## src/rtl/delay_ctrl_if.sv

```systemverilog
// Avalon-MM slave bus for delay_ctrl: one-cycle strobes, fixed read latency of 1, no waitrequest.
interface delay_ctrl_if;
    logic [1:0]  avs_address;
    logic        avs_read;
    logic        avs_write;
    logic [31:0] avs_writedata;
    logic [31:0] avs_readdata;

    modport master (
        output avs_address, avs_read, avs_write, avs_writedata,
        input  avs_readdata
    );

    modport slave (
        input  avs_address, avs_read, avs_write, avs_writedata,
        output avs_readdata
    );
endinterface

```

## src/rtl/delay_ctrl.sv

```systemverilog
// Blinker delay register: key pulses step it, the HPS can write it, and both are clamped to a
// programmable [MIN, MAX] window. Key events are counted and raise a pending interrupt.
module delay_ctrl #(
    parameter int DELAY_W     = 4,
    parameter int RESET_DELAY = 8,
    parameter int CNT_W       = 16
) (
    input  logic               clk,
    input  logic               reset_n,
    delay_ctrl_if.slave        avs,
    input  logic               slower,
    input  logic               faster,
    output logic [DELAY_W-1:0] delay,
    output logic               irq
);
    typedef logic [DELAY_W-1:0] dval_t;
    typedef logic [DELAY_W:0]   dext_t;
    typedef logic [CNT_W-1:0]   cnt_t;

    localparam dval_t D_ONE   = dval_t'(1);
    localparam dext_t X_ONE   = dext_t'(1);
    localparam cnt_t  C_ONE   = cnt_t'(1);
    localparam cnt_t  C_MAX   = '1;
    localparam dval_t D_RESET = dval_t'(RESET_DELAY);

    dval_t min_q, max_q, delay_next, wr_val, wr_min, wr_max;
    dext_t up;
    cnt_t  slow_cnt, fast_cnt;
    logic  irq_en, irq_pend;
    logic  wr_delay, wr_lim, wr_evt, wr_irq, lim_ok;
    logic [31:0] rdata;

    function automatic dval_t clamp(dval_t v, dval_t lo, dval_t hi);
        if (v < lo) return lo;
        if (v > hi) return hi;
        return v;
    endfunction

    always_comb begin
        wr_delay = avs.avs_write && (avs.avs_address == 2'd0);
        wr_lim   = avs.avs_write && (avs.avs_address == 2'd1);
        wr_evt   = avs.avs_write && (avs.avs_address == 2'd2);
        wr_irq   = avs.avs_write && (avs.avs_address == 2'd3);
        wr_val   = avs.avs_writedata[DELAY_W-1:0];
        wr_min   = avs.avs_writedata[DELAY_W-1:0];
        wr_max   = avs.avs_writedata[DELAY_W+7:8];
        lim_ok   = (wr_min <= wr_max);
        up       = {1'b0, delay} + X_ONE;

        // A rejected LIMITS write is treated as no write at all, so key steps still apply.
        delay_next = delay;
        if (wr_delay)
            delay_next = clamp(wr_val, min_q, max_q);
        else if (wr_lim && lim_ok)
            delay_next = clamp(delay, wr_min, wr_max);
        else if (slower && !faster)
            delay_next = (up > {1'b0, max_q}) ? max_q : up[DELAY_W-1:0];
        else if (faster && !slower)
            delay_next = (delay <= min_q) ? min_q : delay - D_ONE;
    end

    always_comb begin
        rdata = '0;
        case (avs.avs_address)
            2'd0: rdata[DELAY_W-1:0]   = delay;
            2'd1: begin
                rdata[DELAY_W-1:0]     = min_q;
                rdata[DELAY_W+7:8]     = max_q;
            end
            2'd2: rdata                = {16'(fast_cnt), 16'(slow_cnt)};
            default: rdata[1:0]        = {irq_pend, irq_en};
        endcase
    end

    always_ff @(posedge clk or negedge reset_n) begin
        if (!reset_n) begin
            delay            <= D_RESET;
            min_q            <= '0;
            max_q            <= '1;
            slow_cnt         <= '0;
            fast_cnt         <= '0;
            irq_en           <= 1'b0;
            irq_pend         <= 1'b0;
            irq              <= 1'b0;
            avs.avs_readdata <= '0;
        end else begin
            delay <= delay_next;
            if (wr_lim && lim_ok) begin
                min_q <= wr_min;
                max_q <= wr_max;
            end

            // Clear beats a same-cycle increment; counters stick at all-ones.
            if (wr_evt)
                slow_cnt <= '0;
            else if (slower && slow_cnt != C_MAX)
                slow_cnt <= slow_cnt + C_ONE;
            if (wr_evt)
                fast_cnt <= '0;
            else if (faster && fast_cnt != C_MAX)
                fast_cnt <= fast_cnt + C_ONE;

            if (wr_irq)
                irq_en <= avs.avs_writedata[0];
            if (slower || faster)
                irq_pend <= 1'b1;
            else if (wr_irq && avs.avs_writedata[1])
                irq_pend <= 1'b0;

            irq              <= irq_en & irq_pend;
            avs.avs_readdata <= avs.avs_read ? rdata : 32'd0;
        end
    end
endmodule

```

## src/flat_wrapper.sv

```systemverilog
// flat-port wrapper written by rule: the top's interface ports become plain ports
module delay_ctrl_flat 
#(
    parameter int DELAY_W     = 4,
    parameter int RESET_DELAY = 8,
    parameter int CNT_W       = 16
)
  (clk, reset_n, slower, faster, delay, irq, avs_avs_address, avs_avs_read, avs_avs_write, avs_avs_writedata, avs_avs_readdata);
  delay_ctrl_if avs_i ();
  input  logic clk;
  input  logic reset_n;
  input  logic slower;
  input  logic faster;
  output logic [DELAY_W-1:0] delay;
  output logic irq;
  input wire logic [$bits(avs_i.avs_address)-1:0] avs_avs_address;
  input wire logic [$bits(avs_i.avs_read)-1:0] avs_avs_read;
  input wire logic [$bits(avs_i.avs_write)-1:0] avs_avs_write;
  input wire logic [$bits(avs_i.avs_writedata)-1:0] avs_avs_writedata;
  output wire logic [$bits(avs_i.avs_readdata)-1:0] avs_avs_readdata;
  assign avs_i.avs_address = avs_avs_address;
  assign avs_i.avs_read = avs_avs_read;
  assign avs_i.avs_write = avs_avs_write;
  assign avs_i.avs_writedata = avs_avs_writedata;
  assign avs_avs_readdata = avs_i.avs_readdata;
  delay_ctrl #(.DELAY_W(DELAY_W), .RESET_DELAY(RESET_DELAY), .CNT_W(CNT_W)) u_core (.clk(clk), .reset_n(reset_n), .avs(avs_i), .slower(slower), .faster(faster), .delay(delay), .irq(irq));
endmodule
```

## config.mk

```make
export PLATFORM = sky130hd
export DESIGN_NAME = delay_ctrl_flat
export DESIGN_NICKNAME = d
export VERILOG_FILES = /design/src/rtl/delay_ctrl_if.sv /design/src/rtl/delay_ctrl.sv /design/src/flat_wrapper.sv
export SDC_FILE = /design/constraint.sdc
export NUM_CORES = 1
export LEC_CHECK = 0
export CAP_MARGIN = 25
export CORE_MARGIN = 3
export CORE_UTILIZATION = 35
export CTS_CLUSTER_DIAMETER = 40
export CTS_CLUSTER_SIZE = 30
export DETAILED_ROUTE_END_ITERATION = 8
export GPL_ROUTABILITY_DRIVEN = 1
export PLACE_DENSITY = 0.61
export SETUP_SLACK_MARGIN = 0.4
export SLEW_MARGIN = 20
export SYNTH_ARGS = -nofsm -noshare
export SYNTH_HDL_FRONTEND = slang
export SYNTH_SLANG_ARGS = --single-unit
```

## constraint.sdc

```tcl
create_clock -name clk -period 3.2 [get_ports clk]
set_input_delay 0.8 -clock clk [delete_from_list [all_inputs] [get_ports clk]]
set_output_delay 0.8 -clock clk [all_outputs]
set_load 0.005 [all_outputs]
```

==> results of run 1 <==
## worst max-delay path: cells and delay by family
family,cells,cell delay [ns]
AO/OA/AOI/OAI,4,0.52
adder cells (fa/ha/maj),1,0.28
buffers and inverters,5,0.93
AND/OR/NAND/NOR,2,0.43
## stage by stage
step | hold WS [ns] | setup WS (ns)
2_1_floorplan | 0.462 | 0.722
3_3_place_gp | 0.494 | 0.00516
3_5_place_dp | 0.505 | -0.0364
4_1_cts | 0.520 | 0.413
5_1_grt | 0.551 | 0.397
6_report | 0.505 | 0.487
## state kept, by name, indices dropped and copies added (netlist names)
signal / flops
u_core.slow_cnt: 16
u_core.delay: 4
u_core.avs.avs_readdata: 32
u_core.min_q: 4
u_core.irq_pend: 1
u_core.max_q: 4
u_core.fast_cnt: 16
u_core.irq: 1
u_core.irq_en: 1
## Yosys cell counts, types with 5 or more instances
cell type / instances
a21oi_1: 23
a31oi_1: 6
and2_1: 5
and3_1: 26
clkbuf_1: 12
dfrtp_1: 74
dfstp_2: 5
ha_1: 37
inv_1: 23
mux2i_1: 9
nand2_1: 37
nand3_1: 17
nand4_1: 6
nor2_1: 54
nor3_1: 5
o21ai_0: 24
xnor2_1: 11
xor2_1: 18
## final timing paths
kind / startpoint / to / slack (ns) / cells after the start
min in group clk: u_core.irq_pend$_DFFE_PN0P_ / u_core.irq$_DFF_PN0_ / 0.51 / 1
worst max register to register: u_core.delay[0]$_DFFE_PN0P_ / u_core.delay[2]$_DFFE_PN0P_ / 0.58 / 10
max in group asynchronous: reset_n / u_core.min_q[1]$_DFFE_PN0N_ / 2.22 / 1
worst max-delay path: avs_avs_writedata[0] / u_core.delay[3]$_DFFE_PN1P_ / 0.49 / 12
worst min register to register: u_core.irq_pend$_DFFE_PN0P_ / u_core.irq$_DFF_PN0_ / 0.50 / 1
worst min-delay path: reset_n / u_core.avs.avs_readdata[15]$_DFF_PN0_ / 0.50 / 1
## repair_timing
item / CTS / global route
buffers inserted: 0 / 2
setup endpoints to repair: 1 / 4
pin swaps: 0 / 5
endpoints found under the hold margin: 0 / 0
resized for setup: 1 / 18
## where the power goes
group	internal, mW	switching (mW)	leakage [nW]
sequential	1.13	0.179	1.05
combinational	0.652	0.752	1.45
clock	0.612	0.427	0.150
## kinds of logic after synthesis
group	synth area share, %
adder cells (fa/ha/maj)	10.6
AO/OA/AOI/OAI	11.9
AND/OR/NAND/NOR	20.5
flip-flops	45.2
XOR/XNOR	5.79
multiplexers	2.57
buffers and inverters	3.40
## cell usage in the layout, fill, tap and decap left out, drive strengths merged, types with 23 or more instances in the layout
master,n
clkdlybuf4s50,46
nor2,54
buf,25
ha,37
a21oi,23
inv,25
and3,28
dfrtp,74
o21ai,26
nand2,37
## cell type report
class	instances	area, sq um
clock inverter	7	78.8
timing repair buffer	76	726
inverter	23	86.3
fill	1182	6500
clock buffer	9	225
multi-input combinational	334	2300
sequential	79	1980
tap	168	210
## per-layer routing
metal,GRT usage (%),vias to the layer above,part of all wire (%)
met5,0,-,0
met3,3.56,17,5.0
met4,6.52,0,1.8
met1,21.2,1743,47
met2,25.3,98,47
li1,-,1732,-
==> results.ini, run 1 <==
[floorplan]
fp.dieH_um = 118
core-area_sq_um = 12100
io_pins = 77
start_util_pct = 36.2
die_area_sq_um = 13900
rows = 40
die_w_um = 118

[drt]
drtIter0Drc = 240
drtPass1Iterations = 4
drc = 0
vias = 3590
routedWlPerCell_um = 15.5
finalWirelength_um = 10800
via_per_inst = 5.16
final_antenna_net_count = 0

[synth]
seq_area_frac_synth_pct = 45.2
ys_seq_elements = 79
synth.cell_area_sq_um = 4380
synth.avg_cell_area_sq_um = 9.74
netlist_instances = 450
yosys_warnings = 0
synth_top_cell_by_area = dfrtp_1
synth_flop_cell = dfrtp_1
yosys.cell_types.count = 48
async_reset_ff_share_pct = 100
syn_nets = 527
synth-edff-count = 0
synth_top_area_share_pct = 42.2
synthTopCellsByArea = dfrtp_1, ha_1, nor2_1, and3_1, xor2_1

[clocking]
clkSinkCount = 79
clockBufferDepth = 2
cts.htree.levels = 3
ctsHoldBuffers = 0
cts-root-buf = clkbuf_16
clk_pin_slew_ns = 0.07
cts_made_buffers = 9
clock_latency_ns = 0.34
tritoncts = yes

[worst_setup_path]
cp-end-kind = flip-flop
start_kind = primary input
cpPeakStageDelay_ns = 0.47
worstPathRequired_ns = 3.46
path_max_fanout = 5
critical_path_class = in -> reg
worstPathArrival_ns = 2.98
worstPathCellList = clkdlybuf4s50_1, inv_1, ha_1, nand2_1, o22a_1, a21oi_2, buf_6, buf_4, or3_4, buf_4, o22a_1, a31oi_1
slowest_stage = clkdlybuf4s50_1

[placed_design]
dpl-instance-area_sq_um = 5220
dp_hpwl_um = 7940
dp_cells = 678
gp_congestion = 0.924
port_buffers = 52

[timing]
relSlewSlack_pct = 44.5
period_share_pct = 84.8
final-setup-viol-count = 0
setup-tns-final_ns = 0
min_period_ns = 2.71
slew_violations = 0
rsz0062_at_grt = no
finClkSkew_ns = 0.00754
max_freq_mhz = 369
timing_hold_violations_final = 0
tightest_slew_ns = 0.830

[pwr]
p_leak_nw = 2.65
totalPowerFinal_mw = 3.76
peakVddDrop_mv = 0.391
powerDensity_nw_per_um2 = 670

[finish]
diodes = 0
syn_to_final_growth_pct = 27.9
drive_above_1_share_pct = 13.1
final_core_util_pct = 46.3
nets = 600
design_area_sq_um = 5610
fin_cells = 696

[flow_run]
cap_violations = 0

[global_route]
grt_remaining_overflow = 0
antenna_found_initial = 0
grt_pass1_wl_um = 18100
grt_start_max_net_pins = 80
grt_use_total_pct = 16.0
grt_pass1_vias = 3583

[min_path]
hold_class = in -> async

[status]
outcome = completed

Note: power is estimated with default switching activity, not from simulation.
==> inputs of run 2 (changes only) <==
==> constraint.sdc (replaced) <==
create_clock -name clk -period 2.6 [get_ports clk]
set_input_delay 0.65 -clock clk [delete_from_list [all_inputs] [get_ports clk]]
set_output_delay 0.65 -clock clk [all_outputs]
set_load 0.005 [all_outputs]
==> run 2 against run 1 <==
Net effect: worst hold slack got worse by 0.26 ns; combinational power increased by 59%; sequential power increased by 24%; non-clock buffer count increased by 32; design area increased by 6.0%; first-iteration DRC count decreased by 22%; clock power increased by 25%; via count increased by 2.5%; critical endpoint is now u_core.delay[0]$_DFFE_PN0P_; largest power group unchanged.
==> results.ini, run 2 (same netlist as run 1, synthesis figures left out) <==
[placed_design]
dp_hpwl_um = 8360  ; +5.3%
dp_cells = 699  ; +3.1%
port_buffers = 52  ; unchanged
gp_congestion = 0.891  ; -3.6%

[timing]
finClkSkew_ns = 0.00550  ; -0.00204 ns
setup-tns-final_ns = 0  ; unchanged
relSlewSlack_pct = 68.0  ; +23 points
final-setup-viol-count = 0  ; unchanged
slew_violations = 0  ; unchanged
tightest_slew_ns = 0.477  ; -0.352 ns
min_period_ns = 2.40
max_freq_mhz = 417
rsz0062_at_grt = yes
period_share_pct = 92.2
timing_hold_violations_final = 0  ; unchanged

[worst_setup_path]
worstPathArrival_ns = 2.66  ; -0.32 ns
critical_path_class = reg -> reg
cp-end-kind = flip-flop
start_kind = flip-flop
path_max_fanout = 5  ; unchanged
worstPathRequired_ns = 2.87  ; -0.59 ns

[drt]
via_per_inst = 5.05  ; -2.1%
drtPass1Iterations = 5  ; +1
drtIter0Drc = 187  ; -22%
routed-wl-met3_um = 476  ; -11%
wl_met1_um = 4870  ; -2.8%
vias = 3678  ; +2.5%
drc = 0  ; unchanged
routedWlPerCell_um = 15.3  ; -1.2%
finalWirelength_um = 11100  ; +3.4%
routed-wl-met2_um = 5600  ; +12%
top_layer = met4
final_antenna_net_count = 0  ; unchanged

[clocking]
tritoncts = yes
clock_latency_ns = 0.34  ; about the same
cts_made_buffers = 9  ; unchanged
cts.htree.levels = 3  ; unchanged
ctsHoldBuffers = 0  ; unchanged
clk_pin_slew_ns = 0.07  ; about the same
cts-root-buf = clkbuf_16
clockBufferDepth = 2  ; unchanged
clkSinkCount = 79  ; unchanged

[finish]
top_register = u_core.avs.avs_readdata
drive_above_1_share_pct = 22.0  ; +8.9 points
most-common-layout-cells = dfrtp_1, nor2_1, buf_4
diodes = 0  ; unchanged
seqCellArea_sq_um = 1990  ; +0.13%
multi_input_area_sq_um = 2400  ; +4.5%
final_core_util_pct = 49.1  ; +2.8 points
reg.largest.list = u_core.avs.avs_readdata x32, u_core.fast_cnt x16, u_core.slow_cnt x16
syn_to_final_growth_pct = 35.6
nets = 632  ; +5.3%
largest_reg_flops = 32  ; unchanged
fin_cells = 728  ; +4.6%
mostFrequentLayoutCell = dfrtp_1
num-fill-cells = 1145  ; -3.1%

[min_path]
hold_class = in -> async

[global_route]
grt_pass1_wl_um = 18100  ; -0.19%
grt_remaining_overflow = 0  ; unchanged
grt_use_total_pct = 16.0  ; +0.056 points
antenna_found_initial = 0  ; unchanged
grt_start_max_net_pins = 36  ; -55%
grt_pass1_vias = 3746  ; +4.5%

[floorplan]
fp.dieH_um = 118  ; unchanged
die_w_um = 118  ; unchanged
rows = 40  ; unchanged
die_area_sq_um = 13900  ; unchanged
core-area_sq_um = 12100  ; unchanged
start_util_pct = 36.2  ; unchanged
io_pins = 77  ; unchanged

[status]
outcome = completed

[pwr]
powerDensity_nw_per_um2 = 867  ; +29%
peakVddDrop_mv = 0.526  ; +35%
p_leak_nw = 2.80  ; +5.5%

[flow_run]
cap_violations = 0  ; unchanged

## run 2: changes by cell type in the layout (fill, tap and decap cells not counted), moves of 4 or more
cell             before  now
a21oi_1              21   17
a21oi_2               2    6
buf_4                22   53
clkdlybuf4s50_1      46   40
dlygate4sd2_1         0   10
dlymetal6s2s_1        5    1
inv_1                21   16
inv_2                 2    7
## run 2: power by group
| group | internal [mW] | total, mW | switching (mW) | leakage, nW |
|---|---|---|---|---|
| Sequential | 1.40 | 1.62 | 0.226 | 1.05 |
| Combinational | 1.11 | 2.23 | 1.13 | 1.60 |
| Clock | 0.757 | 1.30 | 0.540 | 0.148 |
## run 2: metal layers
metal	up-vias	global-route usage [%]
li1	1795	-
met1	1778	19.4
met2	91	28.4
met3	14	2.69
met4	0	6.01
met5	-	0
## run 2: final timing paths
path                                        startpoint                         endpoint  slack [ns]  cells past startpoint
setup / recovery           u_core.delay[1]$_DFFE_PN0P_      u_core.delay[0]$_DFFE_PN0P_        0.20                     10
hold / removal                                 reset_n  u_core.slow_cnt[15]$_DFFE_PN0P_        0.25                      1
setup reg to reg           u_core.delay[1]$_DFFE_PN0P_      u_core.delay[0]$_DFFE_PN0P_        0.20                     10
hold reg to reg              u_core.irq_en$_DFFE_PN0P_        u_core.irq_en$_DFFE_PN0P_        0.51                      2
max in group asynchronous                      reset_n      u_core.max_q[3]$_DFFE_PN1N_        1.75                      2
min in group clk             u_core.irq_en$_DFFE_PN0P_        u_core.irq_en$_DFFE_PN0P_        0.51                      2
## run 2: critical path, cell delays in order (launching register included)
cell,delay (ns)
dfrtp_2,0.46
buf_6,0.14
ha_4,0.15
xor2_1,0.13
ha_1,0.30
and4_4,0.25
a21oi_2,0.06
a31oi_4,0.22
o211ai_1,0.14
a221oi_2,0.26
o22a_1,0.19
## run 2: what timing repair did
| action | in CTS | in global routing |
|---|---|---|
| pin swaps | 17 | 16 |
| buffers inserted | 7 | 6 |
| gates cloned | 0 | 0 |
| setup endpoints to repair | 14 | 7 |
| endpoints found under the hold margin | 0 | 0 |
| resized for setup | 23 | 13 |
## run 2: layout make-up
cell class / count / share of cell area [%]
multi-input combinational: 334 / 40.4
sequential: 79 / 33.4
timing repair buffer: 108 / 16.0
clock buffer: 9 / 3.79
tap: 168 / 3.54
inverter: 23 / 1.45
clock inverter: 7 / 1.35
## run 2: stage by stage
| step | total power [mW] | instance area, sq um | worst slack (ns) | hold slack, ns |
|---|---|---|---|---|
| 3_3_place_gp | 3.45 | 5450 | -0.331 | 0.491 |
| 3_5_place_dp | 3.53 | 5450 | -0.329 | 0.501 |
| 5_1_grt | 5.46 | 5940 | 0.0949 | 0.287 |
| 4_1_cts | 4.97 | 5830 | 0.260 | 0.251 |
| 6_report | 5.15 | 5940 | 0.203 | 0.248 |
| 2_1_floorplan | 2.85 | 4480 | 0.374 | 0.354 |
==> inputs of run 3 (changes only) <==
--- a/config.mk
+++ b/config.mk
@@ -11,8 +11,9 @@
 export CTS_CLUSTER_DIAMETER = 40
 export CTS_CLUSTER_SIZE = 30
 export DETAILED_ROUTE_END_ITERATION = 8
+export DONT_BUFFER_PORTS = 1
 export GPL_ROUTABILITY_DRIVEN = 1
-export PLACE_DENSITY = 0.61
+export PLACE_DENSITY = 0.53
 export SETUP_SLACK_MARGIN = 0.4
 export SLEW_MARGIN = 20
 export SYNTH_ARGS = -nofsm -noshare
==> run 3 against run 2 <==
Net effect: clock skew is 0.0041 ns higher; total power is 6.9% lower; flip-flop and latch count stayed put; clock-buffer cell count stayed put; first-iteration DRC count is 39% higher; worst hold slack worse by 0.25 ns; the run now ends with negative hold slack left; combinational power is 12% lower; fmax is 1.1% higher; critical path depth is 1 lower; routed wire length is 3.9% lower; design area is 14% lower; sequential share of layout area is 5.4 points higher.
==> results.ini, run 3 (same netlist as run 1, synthesis figures left out) <==
[status]
outcome = finished, violations left
violations = negative hold slack

[floorplan]
core-area_sq_um = 12100  ; unchanged
start_util_pct = 36.2  ; unchanged
fp.dieH_um = 118  ; unchanged
die_area_sq_um = 13900  ; unchanged
io_pins = 77  ; unchanged
die_w_um = 118  ; unchanged
rows = 40  ; unchanged

[clocking]
tritoncts = yes
cts_made_buffers = 9  ; unchanged
clk_pin_slew_ns = 0.07  ; about the same
cts.htree.levels = 3  ; unchanged
clkSinkCount = 79  ; unchanged
clock_latency_ns = 0.34  ; about the same
clockBufferDepth = 2  ; unchanged
cts-root-buf = clkbuf_16

[finish]
drive_above_1_share_pct = 16.5  ; -5.5 points
fin_cells = 642  ; -12%
num-fill-cells = 1206  ; +5.3%
largest_reg_flops = 32  ; unchanged
syn_to_final_growth_pct = 16.8
reg.largest.list = u_core.avs.avs_readdata x32, u_core.fast_cnt x16, u_core.slow_cnt x16
diodes = 0  ; unchanged
mostFrequentLayoutCell = dfrtp_1
final_core_util_pct = 42.3  ; -6.8 points
top_register = u_core.avs.avs_readdata
most-common-layout-cells = dfrtp_1, nor2_1, nand2_1
nets = 546  ; -14%

[min_path]
hold_class = in -> async

[timing]
whs_ns = -0.00244  ; -0.250 ns
slew_violations = 0  ; unchanged
rsz0062_at_grt = yes
tightest_slew_ns = 0.629  ; +0.151 ns
period_share_pct = 91.2  ; -0.98 points
timing_hold_violations_final = 14  ; +14
finClkSkew_ns = 0.00964  ; +0.00413 ns
setup-tns-final_ns = 0  ; unchanged
max_freq_mhz = 422  ; +1.1%
fin_ws_ns = 0.229  ; +0.0255 ns
final-setup-viol-count = 0  ; unchanged
min_period_ns = 2.37  ; -0.0255 ns
relSlewSlack_pct = 57.5  ; -10 points

[worst_setup_path]
worstPathArrival_ns = 2.60  ; -0.06 ns
slowest_stage = dfstp_2
critical_path_class = reg -> reg
cp-end-kind = flip-flop
critical_path.top_delay_family = compound AO/OA/AOI/OAI gates
start_kind = flip-flop
cpPeakStageDelay_ns = 0.56  ; +0.10 ns
path_max_fanout = 5  ; unchanged
path_buf_inv = 1  ; unchanged
worstPathRequired_ns = 2.83  ; -0.04 ns
worstPathCellList = clkinvlp_4, ha_4, nor2b_4, o211ai_1, a21oi_2, a31oi_4, o22ai_2, o22ai_1, o32a_1

[pwr]
p_leak_nw = 2.40  ; -14%
power_frac_clock_pct = 25.4  ; +0.2 points
netSwitchingFraction_pct = 37.3  ; +0.54 points
powerDensity_nw_per_um2 = 937  ; +8.1%
combPwrFrac_pct = 41.0  ; -2.3 points
peakVddDrop_mv = 0.354  ; -33%
internal_power_mw = 3.01  ; -7.7%
p_seq_share_pct = 33.6  ; +2.1 points
p_switching_mw = 1.79  ; -5.5%

[drt]
final_antenna_net_count = 0  ; unchanged
vias = 3326  ; -9.6%
drtIter0Drc = 259  ; +39%
drtPass1Iterations = 4  ; -1
drc = 0  ; unchanged
via_per_inst = 5.18  ; +2.5%
routedWlPerCell_um = 16.6  ; +9.0%
finalWirelength_um = 10700  ; -3.9%

[global_route]
grt_pass1_wl_um = 17200  ; -4.5%
grt_remaining_overflow = 0  ; unchanged
grt_start_max_net_pins = 80  ; +120%
grt_pass1_vias = 3274  ; -13%
grt_use_total_pct = 15.6  ; -0.37 points
antenna_found_initial = 0  ; unchanged

[placed_design]
port_buffers = 0  ; -100%
dp_hpwl_um = 7590  ; -9.2%
post-place-ws_ns = 0.145  ; +0.474 ns
dp_cells = 621  ; -11%
gp_congestion = 0.912  ; +2.4%

[flow_run]
cap_violations = 0  ; unchanged

## run 3: cell types whose count changed in the layout (fill, tap and decap cells not counted), moves of 2 or more
cell             delta
buf_4              -32
dlygate4sd2_1      -10
buf_6               -2
clkdlybuf4s50_1    -40
inv_2               -4
clkinvlp_4          +2
inv_1               +3
## run 3: final timing paths
| kind | startpoint | end | slack [ns] | cells past startpoint |
|---|---|---|---|---|
| setup reg to reg | u_core.max_q[1]$_DFFE_PN1N_ | u_core.delay[2]$_DFFE_PN0P_ | 0.23 | 9 |
| setup / recovery | u_core.max_q[1]$_DFFE_PN1N_ | u_core.delay[2]$_DFFE_PN0P_ | 0.23 | 9 |
| max in group asynchronous | reset_n | u_core.max_q[3]$_DFFE_PN1N_ | 2.41 | 0 |
| hold reg to reg | u_core.irq_en$_DFFE_PN0P_ | u_core.irq_en$_DFFE_PN0P_ | 0.51 | 2 |
| hold / removal | reset_n | u_core.slow_cnt[4]$_DFFE_PN0P_ | -0.002 | 0 |
| min in group clk | avs_avs_writedata[10] | u_core.max_q[2]$_DFFE_PN1N_ | 0.42 | 2 |
## run 3: repair_timing
item / CTS / global route
pin swaps: 3 / 6
endpoints found under the hold margin: 74 / 74
buffers inserted: 4 / 1
gates resized for setup: 4 / 9
endpoints found under the setup margin: 4 / 4
## run 3: final cells by class
class | instances | area, sq um | share of cell area [%]
Clock buffer | 9 | 225 | 4.40
Clock inverter | 7 | 66.3 | 1.30
Sequential cell | 79 | 1990 | 38.8
Multi-Input combinational cell | 334 | 2370 | 46.4
Timing Repair Buffer | 22 | 169 | 3.30
Inverter | 23 | 90.1 | 1.76
Tap cell | 168 | 210 | 4.11
## run 3: power by group through the flow
stage / sequential (mW) / combinational [mW] / clock (mW)
4_1_cts: 1.61 / 1.87 / 1.27
5_1_grt: 1.64 / 2.18 / 1.31
6_report: 1.61 / 1.97 / 1.22
3_5_place_dp: 1.65 / 1.69 / 0
2_1_floorplan: 1.59 / 1.26 / 0
3_3_place_gp: 1.65 / 1.63 / 0
## run 3: metrics by stage
| step | total power, mW | instance area (sq um) |
|---|---|---|
| floorplan | 2.85 | 4480 |
| global route | 5.13 | 5120 |
| global placement | 3.28 | 4730 |
| finish | 4.80 | 5120 |
| detailed placement | 3.34 | 4730 |
| CTS | 4.75 | 5070 |
## run 3: metal layers
metal  vias to the layer above  GRT usage [%]  share of wire (%)
li1                       1622              -                  -
met1                      1602           21.1                 47
met2                        88           23.8                 45
met3                        14           4.71                6.2
met4                         0           5.86                2.0
met5                         -              0                  0
